## src/rtl/bfs_route_engine.sv

```systemverilog
// bfs_route_engine: loads an edge list into an adjacency matrix and answers shortest-hop queries by level-synchronous BFS.
// Latency: result at E0+c+1 for a target c hops away, E0+L+1 when level L expands to nothing, E0+1 for a bad id.
// Backpressure: edge beats are never stalled; a query is taken only in IDLE (q_ready high) and load wins over query.
// Build option DIRECTED_EN: when defined, each edge is stored one-way (source->destination); otherwise both ways.
module bfs_route_engine #(
  parameter int N_NODE = 16,
  parameter int ID_W   = 4,
  parameter int COST_W = 4
) (
  input  logic              clk,
  input  logic              rst_n,
  input  logic              in_valid,
  input  logic [ID_W-1:0]   source,
  input  logic [ID_W-1:0]   destination,
  input  logic              q_valid,
  input  logic [ID_W-1:0]   q_src,
  input  logic [ID_W-1:0]   q_dst,
  output logic              q_ready,
  output logic              out_valid,
  output logic [COST_W-1:0] cost,
  output logic              unreach
);

  typedef enum logic [1:0] {ST_IDLE, ST_LOAD, ST_SEARCH, ST_DONE} state_t;

  // One extra bit so that N_NODE itself is representable for range checks.
  localparam logic [ID_W:0]     LP_NODES   = (ID_W+1)'(N_NODE);
  localparam logic [COST_W-1:0] LP_LVL_MAX = COST_W'(N_NODE - 1);

`ifdef DIRECTED_EN
  localparam bit LP_UNDIRECTED = 1'b0;
`else
  localparam bit LP_UNDIRECTED = 1'b1;
`endif

  state_t            r_state;
  state_t            w_state_nxt;

  // r_adj[i][j] set means node j is one hop from node i.
  logic [N_NODE-1:0] r_adj [N_NODE];
  logic [N_NODE-1:0] r_frontier;
  logic [N_NODE-1:0] r_visited;
  logic [N_NODE-1:0] r_dst_oh;
  logic [COST_W-1:0] r_level;
  logic              r_bad_q;
  logic              r_q_ready;
  logic              r_out_valid;
  logic [COST_W-1:0] r_cost;
  logic              r_unreach;

  logic [N_NODE-1:0] w_src_oh;
  logic [N_NODE-1:0] w_dst_oh;
  logic [N_NODE-1:0] w_qs_oh;
  logic [N_NODE-1:0] w_qd_oh;
  logic [N_NODE-1:0] w_row_set [N_NODE];
  logic [N_NODE-1:0] w_reach;
  logic [N_NODE-1:0] w_next;
  logic              w_edge_ok;
  logic              w_q_bad;
  logic              w_load_start;
  logic              w_adj_wr;
  logic              w_accept;
  logic              w_found;
  logic              w_empty;
  logic              w_finish;

  // Decode edge endpoints and query ids to one-hot; out-of-range ids decode to all-zero.
  always_comb begin
    w_src_oh = '0;
    w_dst_oh = '0;
    w_qs_oh  = '0;
    w_qd_oh  = '0;
    for (int i = 0; i < N_NODE; i++) begin
      w_src_oh[i] = ({1'b0, source}      == (ID_W+1)'(i));
      w_dst_oh[i] = ({1'b0, destination} == (ID_W+1)'(i));
      w_qs_oh[i]  = ({1'b0, q_src}       == (ID_W+1)'(i));
      w_qd_oh[i]  = ({1'b0, q_dst}       == (ID_W+1)'(i));
    end
    w_edge_ok = in_valid
              && ({1'b0, source} < LP_NODES)
              && ({1'b0, destination} < LP_NODES)
              && (source != destination);
    w_q_bad   = ({1'b0, q_src} >= LP_NODES) || ({1'b0, q_dst} >= LP_NODES);
  end

  // Bits to set in each adjacency row for the current edge beat (mirror when undirected).
  always_comb begin
    for (int i = 0; i < N_NODE; i++) begin
      w_row_set[i] = '0;
      if (w_edge_ok) begin
        if (w_src_oh[i]) begin
          w_row_set[i] = w_row_set[i] | w_dst_oh;
        end
        if (LP_UNDIRECTED && w_dst_oh[i]) begin
          w_row_set[i] = w_row_set[i] | w_src_oh;
        end
      end
    end
  end

  // One BFS level: union of frontier rows minus visited; decide hit / exhausted.
  always_comb begin
    w_reach = '0;
    for (int i = 0; i < N_NODE; i++) begin
      if (r_frontier[i]) begin
        w_reach = w_reach | r_adj[i];
      end
    end
    w_next   = w_reach & ~r_visited;
    w_found  = !r_bad_q && ((r_frontier & r_dst_oh) != '0);
    w_empty  = r_bad_q || (w_next == '0);
    w_finish = (r_state == ST_SEARCH) && (w_found || w_empty);
  end

  // State register.
  always_ff @(posedge clk or negedge rst_n) begin
    if (!rst_n) begin
      r_state <= ST_IDLE;
    end else begin
      r_state <= w_state_nxt;
    end
  end

  // Next-state logic plus the load/accept strobes; an edge beat beats a query in IDLE.
  always_comb begin
    w_state_nxt  = r_state;
    w_load_start = 1'b0;
    w_adj_wr     = 1'b0;
    w_accept     = 1'b0;
    case (r_state)
      ST_IDLE: begin
        if (in_valid) begin
          w_state_nxt  = ST_LOAD;
          w_load_start = 1'b1;
          w_adj_wr     = 1'b1;
        end else if (q_valid) begin
          w_state_nxt = ST_SEARCH;
          w_accept    = 1'b1;
        end
      end
      ST_LOAD: begin
        if (in_valid) begin
          w_adj_wr = 1'b1;
        end else begin
          w_state_nxt = ST_IDLE;
        end
      end
      ST_SEARCH: begin
        if (w_found || w_empty) begin
          w_state_nxt = ST_DONE;
        end
      end
      ST_DONE: begin
        w_state_nxt = ST_IDLE;
      end
      default: begin
        w_state_nxt = ST_IDLE;
      end
    endcase
  end

  // Adjacency matrix: wiped on the first beat of a load, that beat's edge written on top.
  always_ff @(posedge clk or negedge rst_n) begin
    if (!rst_n) begin
      for (int i = 0; i < N_NODE; i++) begin
        r_adj[i] <= '0;
      end
    end else if (w_adj_wr) begin
      for (int i = 0; i < N_NODE; i++) begin
        r_adj[i] <= (w_load_start ? '0 : r_adj[i]) | w_row_set[i];
      end
    end
  end

  // Search state: seeded on query accept, advanced one level per SEARCH cycle.
  always_ff @(posedge clk or negedge rst_n) begin
    if (!rst_n) begin
      r_frontier <= '0;
      r_visited  <= '0;
      r_dst_oh   <= '0;
      r_level    <= '0;
      r_bad_q    <= 1'b0;
    end else if (w_accept) begin
      r_frontier <= w_qs_oh;
      r_visited  <= w_qs_oh;
      r_dst_oh   <= w_qd_oh;
      r_level    <= '0;
      r_bad_q    <= w_q_bad;
    end else if ((r_state == ST_SEARCH) && !w_finish) begin
      r_frontier <= w_next;
      r_visited  <= r_visited | w_next;
      // A new level always adds unvisited nodes, so this cap is only a guard.
      if (r_level != LP_LVL_MAX) begin
        r_level <= r_level + 1'b1;
      end
    end
  end

  // Registered outputs: result captured on entry to DONE and held until the next one.
  always_ff @(posedge clk or negedge rst_n) begin
    if (!rst_n) begin
      r_q_ready   <= 1'b0;
      r_out_valid <= 1'b0;
      r_cost      <= '0;
      r_unreach   <= 1'b0;
    end else begin
      r_q_ready   <= (w_state_nxt == ST_IDLE);
      r_out_valid <= w_finish;
      if (w_finish) begin
        if (w_found) begin
          r_cost    <= r_level;
          r_unreach <= 1'b0;
        end else begin
          r_cost    <= '0;
          r_unreach <= 1'b1;
        end
      end
    end
  end

  assign q_ready   = r_q_ready;
  assign out_valid = r_out_valid;
  assign cost      = r_cost;
  assign unreach   = r_unreach;

endmodule

```

## config.mk

```make
export PLATFORM = sky130hd
export DESIGN_NAME = bfs_route_engine
export DESIGN_NICKNAME = d
export VERILOG_FILES = /design/src/rtl/bfs_route_engine.sv
export SDC_FILE = /design/constraint.sdc
export NUM_CORES = 1
export LEC_CHECK = 0
export ABC_CLOCK_PERIOD_IN_PS = 3700
export CELL_PAD_IN_SITES_DETAIL_PLACEMENT = 1
export CELL_PAD_IN_SITES_GLOBAL_PLACEMENT = 2
export CORE_AREA = 2 2 264 136
export CTS_CLUSTER_SIZE = 10
export DETAILED_ROUTE_END_ITERATION = 6
export DIE_AREA = 0 0 266 138
export HOLD_SLACK_MARGIN = 0.12
export PLACE_DENSITY_LB_ADDON = 0.3
export SKIP_CTS_REPAIR_TIMING = 1
export SYNTH_ARGS = -nofsm -noshare
export SYNTH_HDL_FRONTEND = slang
export SYNTH_SLANG_ARGS = --single-unit
```

## constraint.sdc

```tcl
create_clock -name clk -period 3.7 [get_ports clk]
set_clock_uncertainty 0.2 [all_clocks]
set_input_delay 0.37 -clock clk [delete_from_list [all_inputs] [get_ports clk]]
set_output_delay 0.37 -clock clk [all_outputs]
set_load 0.05 [all_outputs]
```

# [Word level (Yosys, flattened, before mapping)]
# Cells that the tools add are included.
[totals] register_bits=317
[op_classes] eq_ne=65 n_addsub=1 n_bitwise=51 n_reduce_logical=17 muxes=116
[ops] operator="16-bit 2-to-1 mux" count=100
[ops] operator="16-bit bitwise OR" count=48
[ops] operator="4-bit == test, second input constant" count=32
[ops] operator="4-bit by 3-bit == test with 1-bit output, second input constant" count=16
[ops] operator="16-bit bitwise AND" count=2
[ops] operator="4-bit by 2-bit == test with 1-bit output, second input constant" count=8
[ops] operator="4-bit by 1-bit == test with 1-bit output, second input constant" count=4
[ops] operator="16-bit logical NOT" count=1
[ops] operator="4-bit logical NOT" count=4
[ops] operator="4-bit 2-to-1 mux" count=4
[ops] operator="16-bit NOT" count=1
[ops] operator="16-bit nonzero test" count=1
[ops] operator="2-bit 2-to-1 mux" count=4
[ops] operator="2-bit one-hot mux with 4 select lines" count=1
[ops] operator="1-bit 2-to-1 mux" count=7
[ops] operator="4-bit by 1-bit adder with 4-bit output, second input constant" count=1
[ops] operator="2-bit == test, second input constant" count=2
[ops] operator="2-bit logical NOT" count=2
[ops] operator="4-bit != test" count=1
[ops] operator="4-bit != test, second input constant" count=1
[ops] operator="2-bit nonzero test" count=2
[ops] operator="1-bit logical AND" count=3
[ops] operator="2-bit by 1-bit == test with 1-bit output, second input constant" count=1
[ops] operator="2-bit AND reduction" count=1
[ops] operator="other kinds (3)" count=3

# [Logic depth before layout (Yosys ltp)]
# Gate-level depths: netlist of run 1.
[logic_depth] ltp_word=39 ltp_mapped=11 mapped_depth_nobuf=8

# [Worst setup path after synthesis of run 1]
# Ideal clock, no wire load.
[synth_timing] path_type="register -> register" start="register r_frontier[3]" end="register r_frontier[10]" synth_period_minus_slack_ns=2.578 required_time_ns=3.379 setup_slack_ns=1.122 setup_time_ns=0.121 path_buffers=3 path_stages_with_launch=12 t_arrival_ns=2.257 path_cell_list="dfrtp_1 > buf_6 > buf_6 > a22o_1 > a221oi_1 > and4_1 > o22ai_2 > nor4_4 > nand3_2 > a21o_1 > buf_6 > o22a_1"
[synth_between] elab_chain_cells=32
[synth_lines] element="start, declared" line_no="41" text="logic [N_NODE-1:0] r_frontier;"
[synth_lines] element="start signal, assigned" line_no="184" text="r_frontier <= w_qs_oh;"
[synth_lines] element="start signal, assigned" line_no="190" text="r_frontier <= w_next;"
[synth_lines] element="16-bit 2-to-1 mux" line_no="105" text="if (r_frontier[i]) begin"
[synth_lines] element="16-bit bitwise OR" line_no="106" text="w_reach = w_reach | r_adj[i];"
[synth_lines] element="16-bit 2-to-1 mux" line_no="105"
[synth_lines] element="16-bit bitwise OR" line_no="106"
[synth_lines] element="16-bit 2-to-1 mux" line_no="105"
[synth_lines] element="16-bit bitwise OR" line_no="106"
[synth_lines] element="16-bit 2-to-1 mux" line_no="105"
[synth_lines] element="16-bit bitwise OR" line_no="106"
[synth_lines] element="[16 not listed]"
[synth_lines] element="16-bit 2-to-1 mux" line_no="105"
[synth_lines] element="16-bit bitwise AND" line_no="109" text="w_next = w_reach & ~r_visited;"
[synth_lines] element="16-bit logical NOT" line_no="111" text="w_empty = r_bad_q || (w_next == '0);"
[synth_lines] element="1-bit logical OR" line_no="112" text="w_finish = (r_state == ST_SEARCH) && (w_found || w_empty);"
[synth_lines] element="1-bit logical AND" line_no="112"
[synth_lines] element="1-bit logical NOT" line_no="189" text="end else if ((r_state == ST_SEARCH) && !w_finish) begin"
[synth_lines] element="1-bit logical AND" line_no="189"
[synth_lines] element="2-bit nonzero test (no source line)"
# Several ways; a longest one is shown, not always the timed one. The select of a mux whose other input is x is not followed.
# A chain may end at the register's enable or synchronous reset.

# [Worst setup path in the final report of run 1]
[layout_timing] start="register r_frontier[15]" end="register r_cost[2] (netlist: cost[2])"
[layout_between] elab_chain_cells=5
[layout_lines] element="16-bit 2-to-1 mux" line_no="105"
[layout_lines] element="16-bit bitwise AND" line_no="109"
[layout_lines] element="16-bit logical NOT" line_no="111"
[layout_lines] element="1-bit logical OR" line_no="112"
[layout_lines] element="1-bit logical AND" line_no="112"
[layout_lines] element="end signal, assigned" line_no="211" text="r_cost <= r_level;"
[layout_lines] element="end, declared" line_no="48" text="logic [COST_W-1:0] r_cost;"
# Several ways; a longest one is shown, not always the timed one.

==> metrics.log, run 1 <==
[metrics] status: finished clean
[metrics] CTS tree: yes
[metrics] Port Buffer Count: 26
[metrics] Post-synth top flop: sky130_fd_sc_hd__dfrtp_1
[metrics] endpoint arrival time on the critical path: 3.82 ns
[metrics] LEAKAGE: 9.145 nW
[metrics] total global-route track usage: 30.63%
[metrics] maximum capacitance violations: 0
[metrics] largest voltage drop on the vdd net: 0.3186 mV
[metrics] Max transition margin: 30.26%
[metrics] top cell type by total area after synthesis: sky130_fd_sc_hd__dfrtp_1
[metrics] average wire per cell in the routed design: 30.96 um
[metrics] area of the placeable core: 0.03482 mm2
[metrics] Largest stage delay, worst path: 0.60 ns
[metrics] detailed-route via count: 11910
[metrics] cell with the largest stage delay on the worst path: sky130_fd_sc_hd__a221oi_1
[metrics] worst-path maximum fanout: 9
[metrics] sum of routed wire length over all layers: 55.44 mm
[metrics] setup repair after global routing missed its margin: no
[metrics] period utilization: 97.50%
[metrics] syn_area_per_cell: 11.06 um2
[metrics] number of flops mapped to enable cells by yosys: 0
[metrics] Synth Net Count: 1307
[metrics] area growth from synthesis to layout: 14.14%
[metrics] via count of the first global-routing pass: 12130
[metrics] area of the die: 0.03671 mm2
[metrics] launch point of the worst reg-to-reg path: r_frontier[15]
[metrics] die outline width: 266 um
[metrics] CTS clk-pin slew, worst paths: 0.06 ns
[metrics] Worst Hold Class: in -> async
[metrics] Worst-Margin Slew: 1.046 ns
[metrics] die extent in y: 138 um
[metrics] HPWL after detailed placement: 38.54 mm
[metrics] proportion of layout cells with a drive suffix above 1: 10.29%
[metrics] summed instance area of the synthesized netlist: 0.01423 mm2
[metrics] clock latency on the worst-skew pair: 0.54 ns
[metrics] wire length of the first global-routing pass: 83.35 mm
[metrics] largest cells by area after synthesis: sky130_fd_sc_hd__dfrtp_1 (56%), sky130_fd_sc_hd__a21o_1 (12%), sky130_fd_sc_hd__o22ai_1 (5.1%)
[metrics] Post-Route Setup TNS: 0 ns
[metrics] number of max-slew violations in the final report: 0
[metrics] async set-or-reset flop fraction in the synthesized netlist: 100.0%
[metrics] drt pass-1 iters: 5
[metrics] required time of the critical path: 3.91 ns
[metrics] count of H-tree levels built during CTS: 2
[metrics] number of storage elements in the synthesis netlist: 317
[metrics] Cell Rows: 49
[metrics] count of nets left with antenna violations after detail routing: 0
[metrics] final period demand of the worst path: 3.607 ns
[metrics] aggregate global routing overflow: 0
[metrics] Clock Tree Buf Depth: 3
[metrics] DRC violation count after routing: 0
[metrics] sequential fraction of the synthesis area: 55.76%
[metrics] total I/O pin count: 27
[metrics] ordered cell list for the critical path: buf_4 > a22o_1 > a221oi_1 > and4_1 > o22ai_2 > nor4_4 > nand3_2 > buf_4 > a21o_1 > a22o_1
[metrics] count of mapped cells out of synthesis: 1286
[metrics] Worst Setup Slack post-DPL: 0.1952 ns
[metrics] antenna violations before repair: 1
[metrics] number of DRC markers in iteration 0: 1448
[metrics] antenna diode instance count: 0
[metrics] initial core utilization: 40.86%
[metrics] number of clock sinks: 317
[metrics] worst setup slack after layout: 0.09261 ns
[metrics] synthesis warning total: 0
[metrics] number of hold-slack violations in the final timing report: 0
[metrics] Netlist cell types: 43
[metrics] power density over cell area: 664.5 mW/mm2
[metrics] root buf cell: sky130_fd_sc_hd__clkbuf_16
[metrics] TritonCTS buffer count: 37
[metrics] Crit Path Class: reg -> reg
[metrics] number of vias per cell after detailed routing: 6.649
[metrics] Power Total: 10.79 mW
[metrics] element type at the critical path end: flip-flop
[metrics] type of origin of the critical path: flip-flop
[metrics] final-report setup violation count: 0
[metrics] top cell type's share of synthesized area: 55.76%
[metrics] max frequency: 0.2772 GHz
[metrics] largest net degree at the start of global routing: 79
[metrics] total number of nets in the final design: 1350
[metrics] Worst Hold Slack: 0.1944 ns
[metrics] Setup crit start: r_frontier[15]
[metrics] GPL Wtd Cong: 0.9273
routing by layer:
| metal | track usage [%] | routed length, um | part of all wire, % | up-vias |
|---|---|---|---|---|
| met5 | 0 | 0 | 0 | - |
| met4 | 7.422 | 1229 | 2.2 | 0 |
| met3 | 7.659 | 5698 | 10 | 93 |
| met2 | 39.98 | 21630 | 39 | 573 |
| met1 | 49.67 | 26890 | 48 | 6278 |
| li1 | - | - | - | 4964 |
logic make-up (layout without fill, tap and decap cells):
group / count (synthesis) / in the layout / synth area share (%)
XOR/XNOR: 4 / 4 / 0.2462
AND/OR/NAND/NOR: 265 / 265 / 9.480
multiplexers: 3 / 3 / 0.2111
adder cells (fa/ha/maj): 1 / 1 / 0.08793
flip-flops: 317 / 317 / 55.76
buffers and inverters: 113 / 159 / 3.958
AO/OA/AOI/OAI: 583 / 583 / 30.26
final timing paths:
kind                            slack (ns)          to  depth (start not counted)
worst min register to register        0.28   r_adj[50]                          1
worst max register to register        0.09     cost[2]                         10
worst max-delay path                  0.09     cost[2]                         10
min in group clk                      0.28   r_adj[50]                          1
max in group asynchronous             2.12  r_adj[215]                          3
worst min-delay path                  0.19  r_adj[248]                          2
flip-flops by register name (all words and copies together) (netlist names):
register and flops:
cost 4, q_ready 1, r_level 4, r_dst_oh 16, unreach 1, r_state 2, r_visited 16, r_adj 256
r_frontier 16, out_valid 1
synthesized netlist by cell type, drive strengths merged, types with 9 or more instances:
| cell type | count |
|---|---|
| dfrtp | 317 |
| nand2b | 27 |
| nand3 | 26 |
| a21o | 236 |
| clkbuf | 77 |
| and4 | 16 |
| a21oi | 51 |
| o22a | 17 |
| buf | 34 |
| o22ai | 118 |
| nand2 | 60 |
| nand4 | 9 |
| o31ai | 9 |
| and2 | 18 |
| a22o | 70 |
| a221oi | 66 |
| nor2 | 79 |
| nor3 | 9 |
per-stage QoR:
| stage | instances | cell area (um2) | util [%] |
|---|---|---|---|
| 5_1_grt | 1791 | 16240 | 46.63 |
| 3_5_place_dp | 1748 | 15270 | 43.85 |
| 2_1_floorplan | 1286 | 14230 | - |
| 4_1_cts | 1790 | 16220 | 46.59 |
| 3_3_place_gp | 1748 | 15270 | 43.85 |
| 6_report | 1791 | 16240 | 46.63 |
area by class of cell:
class | instances | area, um2
well taps | 459 | 574.3
clock inverters | 2 | 17.52
clock buffers | 40 | 937.1
fillers | 3707 | 18580
flip-flops and latches | 317 | 7933
repair buffers | 115 | 1023
inverters | 2 | 7.507
multi-input cells | 856 | 5747
placed cells by master (no fill, tap or decap), types with 3 or more instances in the layout:
| master | instances |
|---|---|
| sky130_fd_sc_hd__and4_1 | 16 |
| sky130_fd_sc_hd__a21oi_1 | 51 |
| sky130_fd_sc_hd__buf_12 | 7 |
| sky130_fd_sc_hd__nor2_1 | 79 |
| sky130_fd_sc_hd__a22o_1 | 70 |
| sky130_fd_sc_hd__nand3_1 | 25 |
| sky130_fd_sc_hd__a221oi_1 | 65 |
| sky130_fd_sc_hd__and2_1 | 18 |
| sky130_fd_sc_hd__xnor2_1 | 4 |
| sky130_fd_sc_hd__o41ai_1 | 6 |
| sky130_fd_sc_hd__clkdlybuf4s50_1 | 25 |
| sky130_fd_sc_hd__nand2_1 | 60 |
| sky130_fd_sc_hd__clkbuf_1 | 3 |
| sky130_fd_sc_hd__clkbuf_16 | 37 |
| sky130_fd_sc_hd__o22ai_1 | 117 |
| sky130_fd_sc_hd__mux2i_1 | 3 |
| sky130_fd_sc_hd__nand2b_1 | 27 |
| sky130_fd_sc_hd__dfrtp_1 | 317 |
| sky130_fd_sc_hd__nor3_1 | 8 |
| sky130_fd_sc_hd__a21o_1 | 236 |
| sky130_fd_sc_hd__o31ai_1 | 9 |
| sky130_fd_sc_hd__buf_4 | 81 |
| sky130_fd_sc_hd__nor2b_1 | 6 |
| sky130_fd_sc_hd__a22oi_1 | 4 |
| sky130_fd_sc_hd__o22a_1 | 17 |
| sky130_fd_sc_hd__nand4_1 | 9 |
report_power, final:
part | total, mW | switching, mW | internal [mW]
clock network | 3.19 | 1.42 | 1.78
registers | 4.45 | 0.683 | 3.77
logic | 3.15 | 2.05 | 1.10
critical path, delay by kind of cell, from the launching register on:
family | cells | cell delay, ns
AND/OR/NAND/NOR | 3 | 0.78
buffers and inverters | 2 | 0.49
AO/OA/AOI/OAI | 5 | 1.44
flip-flops | 1 | 0.57
No activity file was read; power rests on OpenSTA's default activity.
==> run 2, diff against run 1 <==
--- a/config.mk
+++ b/config.mk
@@ -5,13 +5,14 @@
 export SDC_FILE = /design/constraint.sdc
 export NUM_CORES = 1
 export LEC_CHECK = 0
-export ABC_CLOCK_PERIOD_IN_PS = 3700
+export ABC_AREA = 1
+export ABC_CLOCK_PERIOD_IN_PS = 4100
 export CELL_PAD_IN_SITES_DETAIL_PLACEMENT = 1
 export CELL_PAD_IN_SITES_GLOBAL_PLACEMENT = 2
-export CORE_AREA = 2 2 264 136
+export CORE_AREA = 2 2 293 150
 export CTS_CLUSTER_SIZE = 10
 export DETAILED_ROUTE_END_ITERATION = 6
-export DIE_AREA = 0 0 266 138
+export DIE_AREA = 0 0 295 152
 export HOLD_SLACK_MARGIN = 0.12
 export PLACE_DENSITY_LB_ADDON = 0.3
 export SKIP_CTS_REPAIR_TIMING = 1
==> constraint.sdc (replaced) <==
create_clock -name clk -period 4.1 [get_ports clk]
set_clock_uncertainty 0.2 [all_clocks]
set_input_delay 0.41 -clock clk [delete_from_list [all_inputs] [get_ports clk]]
set_output_delay 0.41 -clock clk [all_outputs]
set_load 0.05 [all_outputs]
==> run 2 against run 1 <==
- combinational power fell by 75%
- cell count rose by 52%
- largest cell class unchanged
- power is 33% lower
- first-iteration DRC count shrank 1.2%
- wire length up 14%
- synthesized area up 8.8%
- design area grew 6.6%
- fmax grew 6.5%
- critical path depth up 6
- global-route usage down 2.0 points
==> metrics.log, run 2 <==
[metrics] status: finished clean
[metrics] antenna violations before repair: 0
[metrics] sequential fraction of the synthesis area: 51.27%
[metrics] number of storage elements in the synthesis netlist: 317
[metrics] area growth from synthesis to layout: 11.94%
[metrics] required time of the critical path: 4.36 ns
[metrics] end of the worst register-to-register path: r_frontier[10]
[metrics] endpoint arrival time on the critical path: 3.65 ns
[metrics] combined buffer and inverter count along the critical path: 2
[metrics] count of H-tree levels built during CTS: 2
[metrics] GPL Wtd Cong: 0.9703
[metrics] Port Buffer Count: 26
[metrics] number of max-slew violations in the final report: 0
[metrics] final std cells w/o fill: 2723
[metrics] endpoint of the worst hold-timing path: r_adj[20]
[metrics] GR Util met3: 8.836%
[metrics] Worst-Margin Slew: 1.124 ns
[metrics] Max transition margin: 25.10%
[metrics] Clock Tree Buf Depth: 3
[metrics] Post-synth top flop: sky130_fd_sc_hd__dfrtp_1
[metrics] dominant cell by count in the synthesized netlist: sky130_fd_sc_hd__nand2_1
[metrics] cell type group with the largest total delay on the critical path: simple AND/OR/NAND/NOR gates
[metrics] flip-flop count of the largest register after layout: 256
[metrics] CTS tree: yes
[metrics] Largest stage delay, worst path: 1.08 ns
[metrics] largest voltage drop on the vdd net: 0.2786 mV
[metrics] proportion of layout cells with a drive suffix above 1: 4.262%
[metrics] detailed-route via count: 14330
[metrics] launch point of the worst reg-to-reg path: r_frontier[13]
[metrics] critical path's most frequent cell: sky130_fd_sc_hd__nand2_1
[metrics] most numerous cell types in the synthesized netlist: sky130_fd_sc_hd__nand2_1 (1058), sky130_fd_sc_hd__dfrtp_1 (317), sky130_fd_sc_hd__inv_1 (192), sky130_fd_sc_hd__nor2_1 (191), sky130_fd_sc_hd__o22ai_1 (83)
[metrics] register bank with the most flops: r_adj
[metrics] final-report setup violation count: 0
[metrics] final instance area: 0.01732 mm2
[metrics] power density over cell area: 418.4 mW/mm2
[metrics] largest cells by area after synthesis: sky130_fd_sc_hd__dfrtp_1 (51%), sky130_fd_sc_hd__nand2_1 (26%), sky130_fd_sc_hd__inv_1 (4.7%)
[metrics] number of flops mapped to enable cells by yosys: 0
[metrics] cell with the largest stage delay on the worst path: sky130_fd_sc_hd__dfrtp_1
[metrics] number of hold-slack violations in the final timing report: 0
[metrics] aggregate global routing overflow: 0
[metrics] total global-route track usage: 28.64%
[metrics] type of origin of the critical path: flip-flop
[metrics] element type at the critical path end: flip-flop
[metrics] total number of nets in the final design: 2153
[metrics] number of vias per cell after detailed routing: 5.261
[metrics] startpoint of the lowest-slack hold path: r_adj[20]
[metrics] total I/O pin count: 27
[metrics] sum of routed wire length over all layers: 63.25 mm
[metrics] top cell type by total area after synthesis: sky130_fd_sc_hd__dfrtp_1
[metrics] period utilization: 82.61%
[metrics] GR peak layer: met1
[metrics] setup repair after global routing missed its margin: no
[metrics] GR met2 Demand/Resource: 36.16%
[metrics] synthesis warning total: 0
[metrics] setup slack, reg-to-reg: 0.71 ns
[metrics] CTS clk-pin slew, worst paths: 0.06 ns
[metrics] area of the placeable core: 0.04263 mm2
[metrics] Cell Rows: 54
[metrics] async set-or-reset flop fraction in the synthesized netlist: 100.0%
[metrics] LEAKAGE: 9.681 nW
[metrics] clock latency on the worst-skew pair: 0.54 ns
[metrics] die extent in y: 152 um
[metrics] Worst Hold Class: reg -> reg
[metrics] global routing met1 resource utilization: 47.04%
[metrics] Post-Route Setup TNS: 0 ns
[metrics] Placed Instances: 2680
[metrics] summed instance area of the synthesized netlist: 0.01547 mm2
[metrics] area of the die: 0.04484 mm2
[metrics] number of clock sinks: 317
[metrics] Synth Net Count: 2137
[metrics] most frequent cells in the layout: sky130_fd_sc_hd__nand2_1 (1058), sky130_fd_sc_hd__dfrtp_1 (317), sky130_fd_sc_hd__inv_1 (192)
[metrics] R2R cell count: 16
[metrics] initial core utilization: 36.29%
[metrics] drt pass-1 iters: 6
[metrics] wire length of the first global-routing pass: 94.76 mm
[metrics] utilization after layout: 40.62%
[metrics] Netlist cell types: 31
[metrics] average wire per cell in the routed design: 23.23 um
[metrics] count of mapped cells out of synthesis: 2116
[metrics] DRC violation count after routing: 0
[metrics] final period demand of the worst path: 3.387 ns
[metrics] HPWL after detailed placement: 45.87 mm
[metrics] root buf cell: sky130_fd_sc_hd__clkbuf_16
[metrics] maximum capacitance violations: 0
[metrics] Placed Instance Area: 0.01631 mm2
[metrics] Crit Path Class: reg -> reg
[metrics] largest net degree at the start of global routing: 106
[metrics] count of nets left with antenna violations after detail routing: 0
[metrics] TritonCTS buffer count: 37
[metrics] max frequency: 0.2952 GHz
[metrics] Power Total: 7.247 mW
[metrics] number of DRC markers in iteration 0: 1430
[metrics] worst hold path cell count: 2
[metrics] worst-path maximum fanout: 42
[metrics] ordered cell list for the critical path: buf_4 > nand2_1 > nand2_1 > nor2_1 > nand2_1 > nor2_1 > nor2_1 > nor2_1 > nand2_1 > nor2_1 > nand2_1 > nand3_2 > nand2_2 > buf_12 > nand2_1 > o21ai_1
[metrics] top cell type's share of synthesized area: 51.27%
[metrics] via count of the first global-routing pass: 14280
[metrics] antenna diode instance count: 0
[metrics] die outline width: 295 um
[metrics] syn_area_per_cell: 7.312 um2
[metrics] most common cell after layout, fill and taps aside: sky130_fd_sc_hd__nand2_1
## run 2: cell count changes after synthesis, sizes merged, moves of 27 or more
cell / change
nor2: +113
a21oi: -49
clkbuf: -35
a221oi: -66
o22ai: -35
nand3: +29
a22o: -69
a21o: -236
nand2b: -27
inv: +191
nand2: +1001
o21ai: +54
## run 2: area by class of cell
type | count | area, um2
Inverter | 203 | 767.0
Sequential cell | 317 | 7933
Multi-Input combinational cell | 1512 | 6276
Timing Repair Buffer | 61 | 605.6
Clock inverter | 1 | 8.758
Tap cell | 588 | 735.7
Clock buffer | 41 | 993.5
Fill cell | 5326 | 25310
## run 2: logic make-up after synthesis
kind of cell	share of synthesized area (%)
and+or+nand+nor	33.10
DFF	51.27
buffers and inverters	8.232
AOI/OAI and AO/OA	6.979
xor gates and xnor gates	0.3396
adders and majority gates	0.08085
## run 2: power by group
group / internal (mW) / switching, mW
combinational: 0.220 / 0.566
clock: 1.69 / 1.32
sequential: 3.29 / 0.155
## run 2: routing by layer
layer  routed length [um]  vias to the layer above  share of wire [%]
met3                 6574                       57                 10
met1                32330                     7242                 51
li1                     -                     6528                  -
met2                23640                      499                 37
met5                    0                        -                  0
met4                  697                        0                1.1
## run 2: stage by stage
stage / setup WS [ns] / hold slack [ns]
after detailed placement: 0.5677 / 0.2656
after CTS: 0.7660 / -0.1808
after global placement: 0.6678 / 0.2624
after global routing: 0.5449 / 0.2961
after floorplan: 2.079 / -0.08559
final: 0.7129 / 0.2793
## run 2: worst min-delay path: stages (launching register included)
cell and delay (ns):
sky130_fd_sc_hd__dfrtp_1 0.34, sky130_fd_sc_hd__nand2_1 0.05, sky130_fd_sc_hd__nand2_1 0.05
## run 2: worst max path at each step
stage                   start             end  slack [ns]  cells past startpoint
6_report       r_frontier[13]  r_frontier[10]        0.71                     16
2_1_floorplan  r_frontier[15]      r_level[0]        2.08                     17
4_1_cts        r_frontier[13]  r_frontier[10]        0.77                     16
3_5_place_dp   destination[1]      r_adj[125]        0.57                      7
3_3_place_gp   destination[1]       r_adj[37]        0.67                      7
5_1_grt        r_frontier[13]  r_frontier[10]        0.54                     15
==> run 3, diff against run 2 <==
--- a/config.mk
+++ b/config.mk
@@ -6,7 +6,7 @@
 export NUM_CORES = 1
 export LEC_CHECK = 0
 export ABC_AREA = 1
-export ABC_CLOCK_PERIOD_IN_PS = 4100
+export ABC_CLOCK_PERIOD_IN_PS = 3300
 export CELL_PAD_IN_SITES_DETAIL_PLACEMENT = 1
 export CELL_PAD_IN_SITES_GLOBAL_PLACEMENT = 2
 export CORE_AREA = 2 2 293 150
==> constraint.sdc (replaced) <==
create_clock -name clk -period 3.3 [get_ports clk]
set_clock_uncertainty 0.2 [all_clocks]
set_input_delay 0.33 -clock clk [delete_from_list [all_inputs] [get_ports clk]]
set_output_delay 0.33 -clock clk [all_outputs]
set_load 0.05 [all_outputs]
==> run 3 against run 2 <==
- register-to-register slack got worse by 0.57 ns
- count of clock-buffer cells in the layout increased by 3
- clock power grew 27%
- sequential power is 24% higher
- wire length grew 4.1%
- die area unchanged
- sequential share of layout area is 1.1 points lower
- combinational power grew 32%
- critical endpoint is now r_level[3]
- design area grew 2.5%
- non-clock buffer count rose by 41
- worst hold slack got worse by 0.075 ns
- setup slack worse by 0.57 ns
==> metrics.log, run 3 (synthesis results as in run 2) <==
[metrics] register bank with the most flops: r_adj
[metrics] most frequent cells in the layout: sky130_fd_sc_hd__nand2_1 (1058), sky130_fd_sc_hd__dfrtp_1 (312), sky130_fd_sc_hd__inv_1 (192)
[metrics] total global-route track usage: 29.89%
[metrics] type of origin of the critical path: flip-flop
[metrics] area of the die: 0.04484 mm2
[metrics] power density over cell area: 515.1 mW/mm2
[metrics] number of DRC markers in iteration 0: 1532
[metrics] clock latency on the worst-skew pair: 0.54 ns
[metrics] via count of the first global-routing pass: 14940
[metrics] count of H-tree levels built during CTS: 2
[metrics] die extent in y: 152 um
[metrics] final-report setup violation count: 0
[metrics] Port Buffer Count: 26
[metrics] launch point of the worst reg-to-reg path: r_frontier[7]
[metrics] area growth from synthesis to layout: 14.72%
[metrics] GPL Wtd Cong: 0.9759
[metrics] CP Depth: 17
[metrics] NetSw: 2.583 mW
[metrics] fill count: 5312
[metrics] Worst-Margin Slew: 0.9281 ns
[metrics] status: finished clean
[metrics] Largest stage delay, worst path: 0.57 ns
[metrics] combined buffer and inverter count along the critical path: 2
[metrics] Post-Route Setup TNS: 0 ns
[metrics] wire length of the first global-routing pass: 98.23 mm
[metrics] antenna diode instance count: 0
[metrics] period utilization: 95.72%
[metrics] HPWL after detailed placement: 48.43 mm
[metrics] sum of routed wire length over all layers: 65.81 mm
[metrics] Worst Setup Slack post-DPL: -0.004582 ns
[metrics] CTS tree: yes
[metrics] Clock Tree Buf Depth: 3
[metrics] final period demand of the worst path: 3.159 ns
[metrics] aggregate global routing overflow: 0
[metrics] drt pass-1 iters: 5
[metrics] required time of the critical path: 3.58 ns
[metrics] cell type group with the largest total delay on the critical path: simple AND/OR/NAND/NOR gates
[metrics] worst-path maximum fanout: 30
[metrics] number of hold-slack violations in the final timing report: 0
[metrics] worst setup slack after layout: 0.1413 ns
[metrics] average wire per cell in the routed design: 23.78 um
[metrics] cell with the largest stage delay on the worst path: sky130_fd_sc_hd__dfrtp_1
[metrics] Worst Hold Class: in -> async
[metrics] number of clock sinks: 317
[metrics] internal power: 6.559 mW
[metrics] count of nets left with antenna violations after detail routing: 0
[metrics] CTS clk-pin slew, worst paths: 0.06 ns
[metrics] Cell Rows: 54
[metrics] critical path's most frequent cell: sky130_fd_sc_hd__nand2_1
[metrics] max frequency: 0.3166 GHz
[metrics] area of the placeable core: 0.04263 mm2
[metrics] endpoint arrival time on the critical path: 3.44 ns
[metrics] number of vias per cell after detailed routing: 5.303
[metrics] largest voltage drop on the vdd net: 0.3452 mV
[metrics] Seq pwr share: 46.7%
[metrics] R2R cell count: 17
[metrics] flip-flop count of the largest register after layout: 256
[metrics] setup slack, reg-to-reg: 0.14 ns
[metrics] proportion of layout cells with a drive suffix above 1: 6.468%
[metrics] LEAKAGE: 9.904 nW
[metrics] initial core utilization: 36.29%
[metrics] combinational share of power: 11.3%
[metrics] Max transition margin: 38.13%
[metrics] most common cell after layout, fill and taps aside: sky130_fd_sc_hd__nand2_1
[metrics] Crit Path Class: reg -> reg
[metrics] Switching Share: 28.25%
[metrics] Setup crit start: r_frontier[7]
[metrics] die outline width: 295 um
[metrics] TritonCTS buffer count: 38
[metrics] total I/O pin count: 27
[metrics] maximum capacitance violations: 0
[metrics] largest net degree at the start of global routing: 84
[metrics] number of max-slew violations in the final report: 0
[metrics] antenna violations before repair: 1
[metrics] total number of nets in the final design: 2195
[metrics] relative contribution of the clock network to total power: 42.0%
[metrics] element type at the critical path end: flip-flop
[metrics] DRC violation count after routing: 0
[metrics] root buf cell: sky130_fd_sc_hd__clkbuf_16
[metrics] end of the worst register-to-register path: r_level[3]
[metrics] ordered cell list for the critical path: buf_4 > nand2_1 > nand2_1 > nor2_1 > nand2_1 > nor2_1 > nor2_1 > nor2_1 > nand2_1 > nor2_1 > nand2_1 > nand3_2 > nand2_2 > buf_12 > nand2_2 > nand2_1 > nand2_1
[metrics] detailed-route via count: 14680
[run 3: changes by cell type in the layout (fill, tap and decap cells not counted), sizes merged]
cell / delta
buf: +41
clkbuf: +3
clkinvlp: +1
[run 3: power groups by stage]
stage | Clock [mW] | Sequential [mW] | Combinational (mW)
2_1_floorplan | 0 | 4.28 | 0.573
3_3_place_gp | 0 | 4.32 | 0.989
3_5_place_dp | 0 | 4.32 | 1.03
4_1_cts | 3.89 | 4.26 | 1.03
5_1_grt | 4.07 | 4.29 | 1.15
6_report | 3.84 | 4.27 | 1.04
[run 3: final cells by class]
type	instances	area, um2	area share, %
Clock buffer	44	1025	5.773
Clock inverter	2	16.27	0.09164
Sequential cell	317	7939	44.73
Multi-Input combinational cell	1512	6279	35.37
Tap cell	588	735.7	4.145
Inverter	203	767.0	4.321
Timing Repair Buffer	102	988.4	5.569
[run 3: worst max path at each step]
stage	end
4_1_cts	r_level[3]
3_5_place_dp	r_level[3]
3_3_place_gp	r_level[2]
2_1_floorplan	r_level[0]
6_report	r_level[3]
5_1_grt	cost[1]
[run 3: per-stage QoR]
step           total power [mW]  instance area (um2)  hold WS [ns]  util [%]  std cells
2_1_floorplan             4.856                15470       -0.1656         -       2116
3_3_place_gp              5.306                16690        0.2050     39.15       2721
3_5_place_dp              5.356                16690        0.2115     39.15       2721
4_1_cts                   9.186                17730       -0.3704     41.59       2767
5_1_grt                   9.504                17750        0.2433     41.63       2768
6_report                  9.142                17750        0.2046     41.63       2768
[run 3: per-layer routing]
layer | track usage (%) | up-vias | routed length [um]
li1 | - | 6608 | -
met1 | 48.67 | 7387 | 33350
met4 | 5.175 | 2 | 1045
met5 | 0 | - | 13
met2 | 37.17 | 612 | 23880
met3 | 10.21 | 71 | 7527
